===== config.mk =====
export PLATFORM = sky130hd
export DESIGN_NAME = segment_writer
export DESIGN_NICKNAME = d
export VERILOG_FILES = /design/src/rtl/segment_writer.sv
export SDC_FILE = /design/constraint.sdc
export NUM_CORES = 1
export LEC_CHECK = 0
export BUFFER_PORTS_ARGS = -buffer_cell sky130_fd_sc_hd__clkbuf_2
export CAP_MARGIN = 30
export CORE_AREA = 4 4 118 75
export DETAILED_ROUTE_END_ITERATION = 10
export DIE_AREA = 0 0 122 79
export GPL_ROUTABILITY_DRIVEN = 0
export PLACE_DENSITY_LB_ADDON = 0.3
export SLEW_MARGIN = 20
export SYNTH_ARGS = -nofsm -noshare
export SYNTH_HDL_FRONTEND = slang
export SYNTH_SLANG_ARGS = --single-unit

===== constraint.sdc =====
create_clock -name clk -period 3.23 [get_ports clk]
set_input_delay 0.4845 -clock clk [delete_from_list [all_inputs] [get_ports clk]]
set_output_delay 0.4845 -clock clk [all_outputs]
set_load 0.01 [all_outputs]

===== src/rtl/segment_writer.sv =====
// Avalon-MM master that snapshots a display value and writes eight encoded
// seven-segment digits plus the blink mask to the display peripheral.
module segment_writer #(
    parameter bit SEG_ACTIVE_LOW = 1'b1
) (
    input  logic        clk,
    input  logic        reset,
    input  logic [31:0] value,
    input  logic [7:0]  dp,
    input  logic [7:0]  blink,
    input  logic        update,
    output logic        busy,
    output logic        done,
    output logic [3:0]  master_address,
    output logic        master_write,
    output logic [7:0]  master_writedata,
    input  logic        master_waitrequest
);

    typedef enum logic {IDLE, WRITE} state_t;

    state_t      state_q, state_d;
    logic [3:0]  idx_q, idx_d;
    logic        pending_q, pending_d;
    logic [31:0] val_q, val_d;
    logic [7:0]  dp_q, dp_d;
    logic [7:0]  blink_q, blink_d;
    logic        write_q, write_d;
    logic        busy_q, busy_d;
    logic        done_q, done_d;
    logic [3:0]  addr_q, addr_d;
    logic [7:0]  data_q, data_d;
    logic        accept;

    // Active-low gfedcba pattern for one hex digit.
    function automatic logic [6:0] seg_encode(input logic [3:0] n);
        case (n)
            4'h0: seg_encode = 7'h40;
            4'h1: seg_encode = 7'h79;
            4'h2: seg_encode = 7'h24;
            4'h3: seg_encode = 7'h30;
            4'h4: seg_encode = 7'h19;
            4'h5: seg_encode = 7'h12;
            4'h6: seg_encode = 7'h02;
            4'h7: seg_encode = 7'h78;
            4'h8: seg_encode = 7'h00;
            4'h9: seg_encode = 7'h10;
            4'hA: seg_encode = 7'h08;
            4'hB: seg_encode = 7'h03;
            4'hC: seg_encode = 7'h46;
            4'hD: seg_encode = 7'h21;
            4'hE: seg_encode = 7'h06;
            default: seg_encode = 7'h0E;
        endcase
    endfunction

    // Digit i takes the i-th nibble from the top and dp bit 7-i.
    function automatic logic [7:0] digit_byte(input logic [31:0] v, input logic [7:0] d,
                                              input logic [3:0] i);
        logic [31:0] vs;
        logic [7:0]  ds;
        logic [7:0]  b;
        vs = v << {i, 2'b00};
        ds = d << i;
        b  = {~ds[7], seg_encode(vs[31:28])};
        if (!SEG_ACTIVE_LOW) begin
            b = ~b;
        end
        return b;
    endfunction

    assign accept = (state_q == WRITE) && !master_waitrequest;

    always_comb begin
        state_d   = state_q;
        idx_d     = idx_q;
        pending_d = pending_q;
        val_d     = val_q;
        dp_d      = dp_q;
        blink_d   = blink_q;
        done_d    = 1'b0;
        case (state_q)
            IDLE: begin
                if (update || pending_q) begin
                    state_d   = WRITE;
                    val_d     = value;
                    dp_d      = dp;
                    blink_d   = blink;
                    idx_d     = 4'd0;
                    pending_d = 1'b0;
                end
            end
            default: begin
                if (update) begin
                    pending_d = 1'b1;
                end
                if (accept) begin
                    if (idx_q == 4'd8) begin
                        state_d = IDLE;
                        idx_d   = 4'd0;
                        done_d  = 1'b1;
                    end else begin
                        idx_d = idx_q + 4'd1;
                    end
                end
            end
        endcase

        // Outputs are precomputed from the next state so they leave a register.
        write_d = (state_d == WRITE);
        busy_d  = (state_d == WRITE);
        addr_d  = (state_d == WRITE) ? idx_d : 4'd0;
        if (state_d != WRITE) begin
            data_d = 8'h00;
        end else if (idx_d == 4'd8) begin
            data_d = blink_d;
        end else begin
            data_d = digit_byte(val_d, dp_d, idx_d);
        end
    end

    always_ff @(posedge clk or posedge reset) begin
        if (reset) begin
            state_q   <= IDLE;
            idx_q     <= 4'd0;
            pending_q <= 1'b0;
            val_q     <= 32'd0;
            dp_q      <= 8'd0;
            blink_q   <= 8'd0;
            write_q   <= 1'b0;
            busy_q    <= 1'b0;
            done_q    <= 1'b0;
            addr_q    <= 4'd0;
            data_q    <= 8'd0;
        end else begin
            state_q   <= state_d;
            idx_q     <= idx_d;
            pending_q <= pending_d;
            val_q     <= val_d;
            dp_q      <= dp_d;
            blink_q   <= blink_d;
            write_q   <= write_d;
            busy_q    <= busy_d;
            done_q    <= done_d;
            addr_q    <= addr_d;
            data_q    <= data_d;
        end
    end

    assign busy             = busy_q;
    assign done             = done_q;
    assign master_write     = write_q;
    assign master_address   = addr_q;
    assign master_writedata = data_q;

endmodule


==> results of run 1 <==
## path summary, 6_finish.rpt
kind / cells past startpoint / end / start / slack (ns)
setup / recovery: 12 / master_writedata[3] / idx_q[0] / 0.1
hold reg to reg: 2 / dp_q[1] / dp_q[1] / 0.48
min in group clk: 3 / val_q[12] / value[12] / 0.34
setup reg to reg: 12 / master_writedata[3] / idx_q[0] / 0.1
max in group asynchronous: 3 / val_q[2] / reset / 2.20
hold / removal: 2 / master_writedata[3] / reset / 0.21
## worst max-delay path: cells and delay by family, from the launching register on
kind            cells  cell delay [ns]
fa+ha+maj           2             0.47
buf+inv             2             0.24
flops               1             0.46
mux                 2             0.45
compound gates      5             1.19
simple gates        1             0.24
## power breakdown
part,switching [mW],internal (mW)
sequential,0.172,1.23
clock,0.357,0.614
combinational,1.27,1.01
total,1.80,2.85
## area by class of cell
| cell class | instances | area (µm²) |
|---|---|---|
| clock buffers | 11 | 243 |
| clock inverters | 5 | 52.6 |
| fillers | 699 | 3450 |
| inverters | 12 | 45.0 |
| multi-input cells | 246 | 1660 |
| flip-flops and latches | 67 | 1680 |
| well taps | 108 | 135 |
| repair buffers | 84 | 465 |
## placed cells by master (no fill, tap or decap), types with 7 or more instances in the layout
cell and instances:
buf_4 18, clkbuf_2 66, ha_1 8, dfrtp_1 65
nor2_1 13, clkbuf_16 9, mux2_2 17, inv_1 8
mux2_1 7, o21ai_0 10, nand2_1 100, mux2i_1 18
## registers in the layout (all words and copies together), names as in the netlist
signal / count
blink_q: 8
busy: 1
done: 1
idx_q: 4
master_writedata: 8
pending_q: 1
dp_q: 8
master_address: 4
val_q: 32
## timing repair
action | in CTS | in global routing
setup endpoints to repair | 0 | 6
gates resized for setup | 0 | 9
hold buffers | 0 | 0
## metal layers
layer,up-vias,GRT usage (%),wire (µm)
met5,-,0,0
met4,0,5.82,114
met3,15,6.76,663
met2,107,26.5,3540
met1,1323,28.7,4340
li1,1325,-,-
## kinds of logic after synthesis
| group | after synthesis | synth area share, % |
|---|---|---|
| simple gates | 143 | 18.9 |
| flops | 67 | 48.6 |
| compound gates | 51 | 11.5 |
| mux | 42 | 13.1 |
| buf+inv | 31 | 4.32 |
| fa+ha+maj | 9 | 3.27 |
| xor+xnor | 1 | 0.254 |
## stage by stage
| stage | setup slack [ns] | util, % | hold WS, ns | cells | cell area (µm²) |
|---|---|---|---|---|---|
| 3_3_place_gp | 0.132 | 51.1 | 0.450 | 517 | 3950 |
| 5_1_grt | 0.00697 | 55.4 | 0.258 | 533 | 4280 |
| 2_1_floorplan | 0.154 | - | 0.432 | 344 | 3450 |
| 3_5_place_dp | 0.0462 | 51.1 | 0.463 | 517 | 3950 |
| 4_1_cts | 0.0133 | 54.9 | 0.219 | 533 | 4240 |
| 6_report | 0.0983 | 55.4 | 0.210 | 533 | 4280 |
==> results.yml, run 1 <==
clocking:
  clock_path_buffers: 2
  cts.htree.levels: 3
  cts_tree: "built"
  clock_latency_ns: 0.34
  numCtsBuffers: 9
  cts_sinks: 67
  root_buffer: "clkbuf_16"
  clk_pin_slew_ns: 0.06
  post-cts-setup-buffers: 0
power_and_ir_drop:
  fin_total_pwr_mw: 4.65
  leakage_nw: 2.18
  p_per_area_mw_per_mm2: 1090
  ir_drop_mv: 0.473
timing:
  drv_slew: 0
  tns_ns: 0
  fin_skew_ns: 0.00681
  setup_viol: 0
  hold_viol: 0
  fmax_mhz: 319
  rsz0062_at_grt: "false"
  period_share_pct: 97.0
  slew_headroom_pct: 58.4
  min_period_ns: 3.13
  tightest_slew_ns: 0.623
die:
  ios: 67
  start_util_pct: 44.6
  fp.dieH_um: 79
  die_area_mm2: 0.00964
  core_area_mm2: 0.00773
  die_w_um: 122
  rows: 25
global_routing:
  antenna_found_initial: 0
  grt-ovfl-total: 0
  grt_pass1_vias: 2806
  grt_pass1_wl_mm: 14.3
  grt_util_all_layers_pct: 19.4
  grt_max_degree: 30
finish:
  drive_gt1_share_pct: 32.5
  syn_to_final_growth_pct: 24.1
  diodes: 0
  nets: 481
placement:
  portBuffers: 66
  post-dp-hpwl_mm: 6.44
detailed_routing:
  antenna_left: 0
  first_pass_iters: 5
  vias_per_cell: 5.20
  drtIter0Drc: 213
  wire_per_inst_um: 16.2
  num_vias: 2770
  drt-total-wl_mm: 8.66
  drc_errors: 0
synth:
  synth-seq-area-share_pct: 48.6
  ys_types: 61
  yosysTopAreaCell: "dfrtp_1"
  ys_seq_elements: 67
  yosysWarnings: 0
  synth.most_common_cell: "nand2_1"
  synth_edf_count: 0
  synth_area_mm2: 0.00345
  async_flop_share_pct: 100
  synthTopCellsByCount: "nand2_1 (100), dfrtp_1 (67), mux2i_1 (18)"
  syn-num-nets: 405
  synthCells: 344
  synth-main-ff-cell: "dfrtp_1"
  synth.avg_cell_area_um2: 10.0
  yosysTopAreaCellShare_pct: 48.6
  netlist_top_cells_area: "dfrtp_1 (49%), nand2_1 (11%), mux2_2 (5.6%), mux2i_1 (5.2%), ha_1 (3.3%)"
worst_setup_path:
  cp_slowest_stage_delay_ns: 0.46
  critPathRequiredTime_ns: 3.47
  crit_slowest_cell: "dfrtp_2"
  crit_chain: "inv_1 -> ha_2 -> and3b_1 -> o31ai_1 -> o211ai_1 -> mux2_1 -> a32o_1 -> inv_1 -> ha_1 -> mux2_1 -> o22ai_1 -> a311oi_1"
  path_class: "register to register"
  startpoint_type: "register"
  path_max_fanout: 9
  end_kind: "register"
  worstPathArrival_ns: 3.37
run:
  timing.max_cap.violations: 0
worst_hold_path:
  hp-class: "primary input to async pin"
run_status:
  status: "finished clean"
Power figures use the tool's default switching activity.
==> run 2: changes to the inputs <==
Settings changed: SETUP_SLACK_MARGIN from default to 0.3, TNS_END_PERCENT from default to 5.
==> run 2 against run 1 <==
Compared with the run above: via count rose by 2.2%; sequential share of layout area fell by 2.8 points; die area did not move; global-route usage rose by 0.51 points; worst hold slack improved by 0.14 ns; setup slack improved by 0.18 ns; power rose by 11%; critical path depth fell by 1; final cell count rose by 2.6%; sequential cell count did not move; design area rose by 7.9%; largest cell class is now multi-input combinational cells.
==> results.yml, run 2 (synthesis gave the netlist of run 1 again) <==
run_status:
  status: "finished clean"
timing:
  tightest_slew_ns: 0.862
  rsz0062_at_grt: "true"
  tns_ns: 0
  period_share_pct: 91.4
  hold_slack_ns: 0.350
  fin_skew_ns: 0.00831
  slew_headroom_pct: 42.5
  hold_viol: 0
  drv_slew: 0
  setup_viol: 0
  min_period_ns: 2.95
  fmax_mhz: 339
detailed_routing:
  wl_met2_mm: 3.93
  top_layer: "met4"
  drc_errors: 0
  antenna_left: 0
  vias_per_cell: 5.18
  drt-total-wl_mm: 9.19
  route.met3.wl_um: 514
  drtIter0Drc: 175
  num_vias: 2832
  wire_per_inst_um: 16.8
  wl_met1_mm: 4.62
  first_pass_iters: 4
power_and_ir_drop:
  ir_drop_mv: 0.418
  p_per_area_mw_per_mm2: 1110
  fin_total_pwr_mw: 5.14
  leakage_nw: 2.29
placement:
  portBuffers: 66
  post-dp-hpwl_mm: 6.22
global_routing:
  grt_util_all_layers_pct: 19.9
  antenna_found_initial: 0
  grt_max_degree: 68
  grt_pass1_wl_mm: 14.5
  grt-ovfl-total: 0
  grt_pass1_vias: 2761
finish:
  final_cell_mix: "nand2_1 (99), clkbuf_2 (66), dfrtp_1 (64)"
  diodes: 0
  final_common_cell: "nand2_1"
  drive_gt1_share_pct: 40.5
  nets: 495
  largest_register_ffs: 32
  syn_to_final_growth_pct: 33.9
  regMostFlops: "val_q"
clocking:
  cts_tree: "built"
  clk_pin_slew_ns: 0.05
  clock_path_buffers: 2
  cts.htree.levels: 3
  clock_latency_ns: 0.33
  cts_sinks: 67
  hold_buffers: 0
  numCtsBuffers: 9
  root_buffer: "clkbuf_16"
worst_hold_path:
  min_to: "val_q[12]"
  hp-class: "primary input to register"
  hold_path_startpoint: "value[12]"
  hold_depth: 3
die:
  ios: 67
  fp.dieH_um: 79
  die_w_um: 122
  core_area_mm2: 0.00773
  die_area_mm2: 0.00964
  start_util_pct: 44.6
  rows: 25
worst_setup_path:
  timing.rr.start: "busy"
  end_kind: "register"
  path_class: "register to register"
  r2r.worst_path.cells: 11
  r2r_end: "master_writedata[2]"
  path_max_fanout: 8
  startpoint_type: "register"
  worstPathArrival_ns: 3.20
  rrSetupSlack_ns: 0.28
  critPathRequiredTime_ns: 3.47
run:
  timing.max_cap.violations: 0
[run 2: changes by cell type in the layout (fill, tap and decap cells not counted), sizes merged]
cell | before | now
o21ba | 1 | 2
buf | 18 | 31
clkbuf | 77 | 80
clkinv | 4 | 2
clkinvlp | 1 | 0
[run 2: timing repair]
action	in CTS	in global routing
setup endpoints to repair	6	7
pin swaps	2	18
gates resized for setup	12	39
buffers inserted	4	15
gates cloned	1	0
[run 2: layer usage]
layer	global-route usage, %	vias up
li1	-	1363
met1	28.9	1367
met2	28.2	90
met3	6.41	12
met4	5.93	0
met5	0	-
[run 2: worst max path at each step]
stage / to / slack, ns / startpoint / depth (start not counted)
final: master_writedata[2] / 0.28 / busy / 11
after global routing: master_writedata[2] / 0.14 / idx_q[0] / 11
after CTS: master_writedata[6] / 0.29 / busy / 12
after detailed placement: master_writedata[3] / 0.13 / update / 12
after global placement: master_writedata[6] / 0.21 / master_waitrequest / 10
after floorplan: master_writedata[6] / 0.26 / idx_q[0] / 14
[run 2: area by class of cell]
| class | count | area (µm²) |
|---|---|---|
| clock buffer | 14 | 254 |
| fill | 651 | 3110 |
| timing repair buffer | 97 | 599 |
| tap | 108 | 135 |
| inverter | 12 | 47.5 |
| clock inverter | 2 | 35.0 |
| sequential | 67 | 1680 |
| multi-input combinational | 247 | 1860 |
[run 2: stage by stage]
| stage | cells | utilization (%) | worst slack [ns] | area, µm² |
|---|---|---|---|---|
| 6_report | 547 | 59.7 | 0.279 | 4620 |
| 4_1_cts | 532 | 56.2 | 0.292 | 4340 |
| 2_1_floorplan | 344 | - | 0.265 | 3490 |
| 3_3_place_gp | 511 | 51.2 | 0.206 | 3950 |
| 5_1_grt | 547 | 59.7 | 0.137 | 4620 |
| 3_5_place_dp | 511 | 51.2 | 0.128 | 3950 |
[run 2: worst max-delay path, stage by stage (launching register included)]
cell and delay [ns]:
dfrtp_4 0.49, buf_4 0.18, and3_1 0.36, nor3_4 0.11, buf_4 0.16, a221oi_2 0.29
mux2i_1 0.11, a32o_2 0.31, buf_4 0.16, ha_4 0.15, or3_1 0.35, a31oi_1 0.19
[run 2: report_power, final]
group	internal, mW	switching [mW]
Combinational	1.31	1.48
Clock	0.618	0.339
Sequential	1.23	0.163
